### src/rtl/gpio_debounce_pkg.sv
// Shared constants and types for the GPIO input debouncer.
// Pure definitions: no latency, no flow control.
package gpio_debounce_pkg;

   localparam int DEFAULT_DEBOUNCE_CYCLES = 500000;
   localparam int DEFAULT_CNT_W           = 20;

   typedef enum logic [1:0] {
      EDGE_NONE,
      EDGE_RISE,
      EDGE_FALL
   } edge_e;

   // Stability window must be at least one cycle and reachable by the counter.
   function automatic logic cycles_legal(input int cycles, input int cnt_w);
      return (cycles >= 1) && (longint'(cycles) <= ((longint'(1) << cnt_w) - 1));
   endfunction

endpackage

### src/rtl/debounce_chan.sv
// One input bit: 2-flop synchroniser, stability counter, debounced level and registered edge.
// Latency: 2 + DEBOUNCE_CYCLES cycles from raw edge to level; no backpressure (level input).
module debounce_chan
   import gpio_debounce_pkg::*;
#(
   parameter int   CNT_W           = DEFAULT_CNT_W,
   parameter int   DEBOUNCE_CYCLES = DEFAULT_DEBOUNCE_CYCLES,
   parameter logic RESET_VAL       = 1'b0
) (
   input  logic  clk,
   input  logic  rstn,
   input  logic  i_raw,
   output logic  o_level,
   output edge_e o_edge,
   output edge_e o_edge_nxt
);

   localparam logic [CNT_W-1:0] CNT_LAST = CNT_W'(DEBOUNCE_CYCLES - 1);

   logic             sync1_q;
   logic             sync2_q;
   logic [CNT_W-1:0] cnt_q;
   logic [CNT_W-1:0] cnt_d;
   logic             level_q;
   logic             level_d;
   edge_e            edge_q;
   edge_e            edge_d;

   // Synchroniser pair is kept free of any logic between the two flops.
   always_ff @(posedge clk or negedge rstn) begin
      if (!rstn) begin
         sync1_q <= RESET_VAL;
         sync2_q <= RESET_VAL;
      end else begin
         sync1_q <= i_raw;
         sync2_q <= sync1_q;
      end
   end

   always_comb begin
      cnt_d   = cnt_q;
      level_d = level_q;
      edge_d  = EDGE_NONE;
      if (sync2_q == level_q) begin
         cnt_d = '0;
      end else if (cnt_q == CNT_LAST) begin
         cnt_d   = '0;
         level_d = sync2_q;
         edge_d  = sync2_q ? EDGE_RISE : EDGE_FALL;
      end else begin
         cnt_d = cnt_q + CNT_W'(1);
      end
   end

   always_ff @(posedge clk or negedge rstn) begin
      if (!rstn) begin
         cnt_q   <= '0;
         level_q <= RESET_VAL;
         edge_q  <= EDGE_NONE;
      end else begin
         cnt_q   <= cnt_d;
         level_q <= level_d;
         edge_q  <= edge_d;
      end
   end

   assign o_level    = level_q;
   assign o_edge     = edge_q;
   assign o_edge_nxt = edge_d;

endmodule

### src/rtl/gpio_debounce.sv
// WIDTH-channel GPIO debouncer with edge pulses, W1C sticky press flags and optional IRQ (GPIO_DEBOUNCE_IRQ_EN).
// Latency: 2 + DEBOUNCE_CYCLES cycles raw->level, IRQ one cycle after flags; no backpressure.
module gpio_debounce
   import gpio_debounce_pkg::*;
#(
   parameter int               WIDTH           = 5,
   parameter int               CNT_W           = DEFAULT_CNT_W,
   parameter int               DEBOUNCE_CYCLES = DEFAULT_DEBOUNCE_CYCLES,
   parameter logic [WIDTH-1:0] RESET_VAL       = '0
) (
   input  logic             clk,
   input  logic             rstn,
   input  logic [WIDTH-1:0] i_raw,
   input  logic [WIDTH-1:0] i_clr,
`ifdef GPIO_DEBOUNCE_IRQ_EN
   input  logic [WIDTH-1:0] i_irq_mask,
`endif
   output logic [WIDTH-1:0] o_level,
   output logic [WIDTH-1:0] o_rise,
   output logic [WIDTH-1:0] o_fall,
   output logic [WIDTH-1:0] o_pressed,
   output logic             o_irq
);

   if (!cycles_legal(DEBOUNCE_CYCLES, CNT_W)) begin : g_bad_cycles
      $fatal(1, "gpio_debounce: DEBOUNCE_CYCLES out of range for CNT_W");
   end

   edge_e            edge_q   [WIDTH];
   edge_e            edge_nxt [WIDTH];
   logic [WIDTH-1:0] rise_nxt;
   logic [WIDTH-1:0] pressed_q;
   logic [WIDTH-1:0] pressed_d;

   for (genvar gi = 0; gi < WIDTH; gi++) begin : g_chan
      debounce_chan #(
         .CNT_W           (CNT_W),
         .DEBOUNCE_CYCLES (DEBOUNCE_CYCLES),
         .RESET_VAL       (RESET_VAL[gi])
      ) u_chan (
         .clk        (clk),
         .rstn       (rstn),
         .i_raw      (i_raw[gi]),
         .o_level    (o_level[gi]),
         .o_edge     (edge_q[gi]),
         .o_edge_nxt (edge_nxt[gi])
      );

      assign o_rise[gi]   = (edge_q[gi] == EDGE_RISE);
      assign o_fall[gi]   = (edge_q[gi] == EDGE_FALL);
      assign rise_nxt[gi] = (edge_nxt[gi] == EDGE_RISE);
   end

   // The flag sets on the same edge the level rises, so a coincident clear loses.
   always_comb begin
      pressed_d = (pressed_q & ~i_clr) | rise_nxt;
   end

   always_ff @(posedge clk or negedge rstn) begin
      if (!rstn) begin
         pressed_q <= '0;
      end else begin
         pressed_q <= pressed_d;
      end
   end

   assign o_pressed = pressed_q;

`ifdef GPIO_DEBOUNCE_IRQ_EN
   logic irq_q;
   logic irq_d;

   always_comb begin
      irq_d = |(pressed_q & i_irq_mask);
   end

   always_ff @(posedge clk or negedge rstn) begin
      if (!rstn) begin
         irq_q <= 1'b0;
      end else begin
         irq_q <= irq_d;
      end
   end

   assign o_irq = irq_q;
`else
   assign o_irq = 1'b0;
`endif

endmodule
### config.mk
export PLATFORM = sky130hd
export DESIGN_NAME = gpio_debounce
export DESIGN_NICKNAME = d
export VERILOG_FILES = /design/src/rtl/gpio_debounce_pkg.sv /design/src/rtl/debounce_chan.sv /design/src/rtl/gpio_debounce.sv
export SDC_FILE = /design/constraint.sdc
export NUM_CORES = 1
export LEC_CHECK = 0
export ABC_AREA = 1
export BUFFER_PORTS_ARGS = -buffer_cell sky130_fd_sc_hd__buf_2
export CORE_UTILIZATION = 55
export DETAILED_ROUTE_END_ITERATION = 12
export HOLD_SLACK_MARGIN = 0.12
export PLACE_DENSITY = 0.79
export SLEW_MARGIN = 40
export SYNTH_ARGS = -nofsm -noshare
export SYNTH_HDL_FRONTEND = slang
export SYNTH_SLANG_ARGS = --single-unit
### constraint.sdc
create_clock -name clk -period 1.9 [get_ports clk]
set_clock_uncertainty 0.2 [all_clocks]
set_input_delay 0.38 -clock clk [delete_from_list [all_inputs] [get_ports clk]]
set_output_delay 0.38 -clock clk [all_outputs]
set_load 0.01 [all_outputs]
# After elaboration in Yosys (flattened, before gate mapping)
# Cells that the tools add are included.
[classes]
n_eq_ne = 25
add_sub_neg = 5
reduce_logical = 5
muxes = 25
bitwise = 8
[ops]
columns = ["operator", "n"]
rows = [
  ["20-bit two-way mux", 10],
  ["20-bit by 1-bit adder with 20-bit output, second input constant", 5],
  ["20-bit by 19-bit equality test with 1-bit output, second input constant", 5],
  ["2-bit two-way mux", 15],
  ["2-bit by 1-bit equality test with 1-bit output, second input constant", 10],
  ["2-bit equality test, second input constant", 5],
  ["2-bit AND reduction", 5],
  ["5-bit AND", 1],
  ["1-bit equality test", 5],
  ["1-bit inverter", 5],
  ["5-bit inverter", 1],
  ["5-bit OR", 1],
]
[word_totals]
regBits = 130
wordCells = 94
out_inout_bits = 21
in_bits = 12

# Depth between registers and ports, before layout
[depth]
ltp_word = 5
depth_mapped = 9
depth_no_buf = 9

# By module
# Synthesis repeated with hierarchy kept, for this count alone.
[hier_totals]
cells_unflattened = 887
area_unflattened_um2 = 6861.6
[modules_own_cells]
columns = ["mod", "area_per_inst_um2", "instances", "cells_per_inst", "seq_area_each_um2"]
rows = [
  ["debounce_chan", 1311.3, 5, 167, 625.6],
  ["gpio_debounce", 305.3, 1, 52, 125.1],
]

# Worst setup path before layout
# OpenSTA, ideal clock, no wires.
[synth_path]
path_kind = "reg2reg"
startpoint = "register g_chan[3].u_chan.cnt_q[0]"
endpoint = "register g_chan[3].u_chan.cnt_q[18]"
path_buffers = 0
synth_period_minus_slack_ns = 1.527
path_stages_with_launch = 7
setup_slack_ns = 0.373
setup_time_ns = 0.119
arrival_time_ns = 1.208
required_time_ns = 1.581
path_cell_list = "dfrtp_1 > ha_1 > nand3_1 > nor3_2 > nand3_2 > nand2_2 > nor2_1"
[synth_via]
elab_chain_cells = 3
[synth_rtl]
columns = ["element", "line_no", "text"]
rows = [
  ["start: declaration", "debounce_chan.sv:22", "logic [CNT_W-1:0] cnt_q;"],
  ["start signal: assignment", "debounce_chan.sv:61", "cnt_q <= cnt_d;"],
  ["20-bit by 1-bit adder with 20-bit output / 20-bit by 19-bit equality test with 1-bit output (equally long branches)", "debounce_chan.sv:51, debounce_chan.sv:46", ""],
  ["20-bit two-way mux (*)", "debounce_chan.sv:46", "end else if (cnt_q == CNT_LAST) begin"],
  ["20-bit two-way mux (*)", "debounce_chan.sv:44", "if (sync2_q == level_q) begin"],
  ["net g_chan[3].u_chan.cnt_d[18]", "debounce_chan.sv:23", "logic [CNT_W-1:0] cnt_d;"],
]
# The timed path passes the listed nets; every way through them passes the cells marked *.
# A chain may end at the register's enable or synchronous reset.

# Worst setup path in the final report
[layout_path]
startpoint = "register g_chan[1].u_chan.cnt_q[0]"
endpoint = "register g_chan[1].u_chan.cnt_q[18]"
[layout_via]
elab_chain_cells = 3
[layout_rtl]
columns = ["element", "line_no"]
rows = [
  ["start: declaration", "debounce_chan.sv:22"],
  ["start signal: assignment", "debounce_chan.sv:61"],
  ["20-bit by 1-bit adder with 20-bit output / 20-bit by 19-bit equality test with 1-bit output (equally long branches)", "debounce_chan.sv:51, debounce_chan.sv:46"],
  ["20-bit two-way mux (*)", "debounce_chan.sv:46"],
  ["20-bit two-way mux (*)", "debounce_chan.sv:44"],
  ["net g_chan[1].u_chan.cnt_d[18]", "debounce_chan.sv:23"],
]
# Marked as above.

==> run_results.csv <==
group,metric,value,unit
outcome,outcome,"finished, final reports clean",
yosys,synth-main-ff-cell,"dfrtp_1",
clock_network,clk_path_buf_depth,2,
yosys,ys_seq_area_share,47.6,%
clock_network,cts_tree,"built",
timing,hold_viol,0,
detailed_routing,viasPerCell,4.93,
timing,setup_viol,0,
place,gp_congestion,0.911,
yosys,ys_warn_count,0,
yosys,synth_largest_area_cell,"dfrtp_1",
layout,syn_to_final_growth,15.6,%
clock_network,cts_num_sinks,130,
timing,fmax,580,MHz
power_and_ir_drop,power_frac_clock,50.3,%
place,placed_cells,1089,
timing,setup_tns,0,ns
power_and_ir_drop,fin_total_pwr,6.11,mW
clock_network,htree_levels,4,
flow_run,maxCapViolations,0,
power_and_ir_drop,swShare,22.5,%
critical_path,start_kind,"register",
clock_network,clk_pin_slew,0.06,ns
place,hpwl,9.79,mm
die,die_h,113,microns
critical_path,critPathCaptureType,"register",
clock_network,root_buffer,"clkbuf_16",
detailed_routing,routedWlPerCell,12.0,microns
power_and_ir_drop,power.leakage,3.63,nW
yosys,avgSynthCellArea,7.66,sq um
die,start_util,56.7,%
timing,drv_slew,0,
detailed_routing,firstDrtPassIters,8,
critical_path,crit_fanout,9,
critical_path,path_class,"register to register",
detailed_routing,drcViolationCount,0,
power_and_ir_drop,vdd_drop_max,614,uV
die,core,12100,sq um
layout,final_nets,968,
global_routing,grt_max_degree,44,
critical_path,cpMostUsedCell,"nor2_1",
power_and_ir_drop,p_per_area,773,nW/um^2
yosys,ys_ff_latch,130,
yosys,synth_nets,909,
yosys,ys_types,35,
global_routing,grt_pass1_vias,5398,
power_and_ir_drop,internal_power,4.74,mW
power_and_ir_drop,power.switching,1.38,mW
layout,antenna_cells,0,
layout,drive_above_1_share,11.9,%
min_path,hold_class,"register to register",
yosys,synthTopCellsByArea,"dfrtp_1 (48%), nor2_1 (13%), nand2_1 (8.0%)",
place,portBuffers,31,
yosys,synth_cells,892,
timing,period_share,90.7,%
critical_path,required,2.00,ns
critical_path,rr_worst_depth,6,
die,die_area,12900,sq um
global_routing,grt_pass1_wl,23.9,mm
clock_network,cts_buffers,17,
critical_path,max_stage_delay,0.37,ns
power_and_ir_drop,seqPwrFrac,46.4,%
place,place_area,7230,sq um
global_routing,globalRouteOverflowTotal,0,
detailed_routing,route.vias.total,5579,
critical_path,worstPathCellList,"ha_1, nand3_1, nor2_1, nand3_2, nand2_1, nor2_1",
power_and_ir_drop,pwr-share-comb,3.4,%
detailed_routing,drtAntennaViolNets,0,
layout,layoutNonFillerInstCount,1132,
yosys,async_reset_ff_share,100,%
clock_network,clock_latency,0.42,ns
timing,hold_ws,0.148,ns
timing,min_period,1.72,ns
die,core.rowCount,40,
yosys,synth_top_area_share,47.6,%
die,die_x,113,microns
detailed_routing,drt_wl_total,13.6,mm
yosys,synth_edf_count,0,
global_routing,antenna_found_initial,0,
die,num_io_pins,33,
yosys,syn_area,6840,sq um
min_path,min_path_cells,0,
global_routing,grtUsageTotal,23.7,%
timing,rsz0062_at_grt,"false",
detailed_routing,drtIter0Drc,457,
critical_path,crit_arrival,1.83,ns
critical_path,crit_path_top_delay_cell,"dfrtp_1",
layout,stdcell_area,7900,sq um
repair_timing:
item                       in CTS  in global routing
hold endpoints to repair      140                  0
resized for setup               0                  1
buffers inserted                0                  0
hold buffers                   11                  0
setup endpoints to repair       0                  1
critical path: cells and delay by family, from the launching register on:
family	cells	cell delay, ns
AND/OR/NAND/NOR	5	0.84
flip-flops	1	0.37
adder cells (fa/ha/maj)	1	0.20
per-layer routing:
layer / up-vias / global-route usage, % / wire length (microns)
li1: 2884 / - / -
met1: 2566 / 29.5 / 6270
met2: 98 / 39.6 / 6670
met3: 31 / 5.53 / 436
met4: 0 / 10.0 / 259
met5: - / 0 / 0
kinds of logic (layout without fill, tap and decap cells):
logic type      count (synthesis)  count (layout)  synth area share [%]
simple gates                  537             537                  34.5
xor+xnor                       50              50                  6.41
fa+ha+maj                       5               5                 0.915
other cells                     1               1                0.0549
buf+inv                       136             208                  7.93
compound gates                 33              33                  2.60
flops                         130             130                  47.6
path summary, 6_finish.rpt:
path	endpoint	slack [ns]	start
min reg2reg	g_chan[4].u_chan.sync2_q	0.15	g_chan[4].u_chan.sync1_q
min in group asynchronous	g_chan[2].u_chan.cnt_q[11]	0.22	rstn
max	g_chan[1].u_chan.cnt_q[18]	0.18	g_chan[1].u_chan.cnt_q[0]
max in group asynchronous	g_chan[3].u_chan.cnt_q[5]	0.74	rstn
max reg2reg	g_chan[1].u_chan.cnt_q[18]	0.18	g_chan[1].u_chan.cnt_q[0]
min	g_chan[4].u_chan.sync2_q	0.15	g_chan[4].u_chan.sync1_q
power groups by stage:
stage | sequential (mW) | combinational (mW) | clock (mW)
after floorplan | 2.88 | 0.0874 | 0
after global placement | 2.88 | 0.191 | 0
after detailed placement | 2.88 | 0.193 | 0
after CTS | 2.83 | 0.212 | 3.12
after global routing | 2.84 | 0.239 | 3.24
final | 2.83 | 0.205 | 3.07
metrics by stage:
step	setup slack, ns	util, %
3_5_place_dp	0.164	59.9
2_1_floorplan	0.373	-
5_1_grt	0.0183	65.5
3_3_place_gp	0.212	59.9
4_1_cts	0.154	65.5
6_report	0.177	65.5
Yosys cell counts (10+ instances only):
library cell / count
nor3_1: 11
nand4_1: 11
a21oi_1: 10
o21ai_0: 13
dfrtp_1: 130
xor2_1: 32
nand3_1: 87
inv_1: 123
nor2_1: 234
nor2_2: 20
nand2_1: 145
xnor2_1: 18
area by class of cell:
class	instances	area, sq um
fill	997	4160
inverter	125	469
clock buffer	19	453
clock inverter	13	111
timing repair buffer	51	364
multi-input combinational	626	3040
sequential	130	3250
tap	168	210
cells in the final DEF (no fill, tap or decap), drive strengths merged, types with 4 or more instances in the layout:
cell         count
a21oi           10
clkinvlp         4
o22ai            5
nor3b            6
nand4           11
nand3           91
nand2          152
nor2           258
ha               5
dfrtp          130
clkbuf          19
xnor2           18
o21ai           15
dlygate4sd3     11
xor2            32
clkinv           7
nor3            13
buf             40
inv            126
sequential cells by signal, summed over array words and instances (netlist names):
name                   count
g_chan.u_chan.cnt_q      100
g_chan.u_chan.sync2_q      5
g_chan.u_chan.o_level      5
g_chan.u_chan.sync1_q      5
o_pressed                  5
g_chan.u_chan.o_edge      10
(Power assumes the default switching activity.)
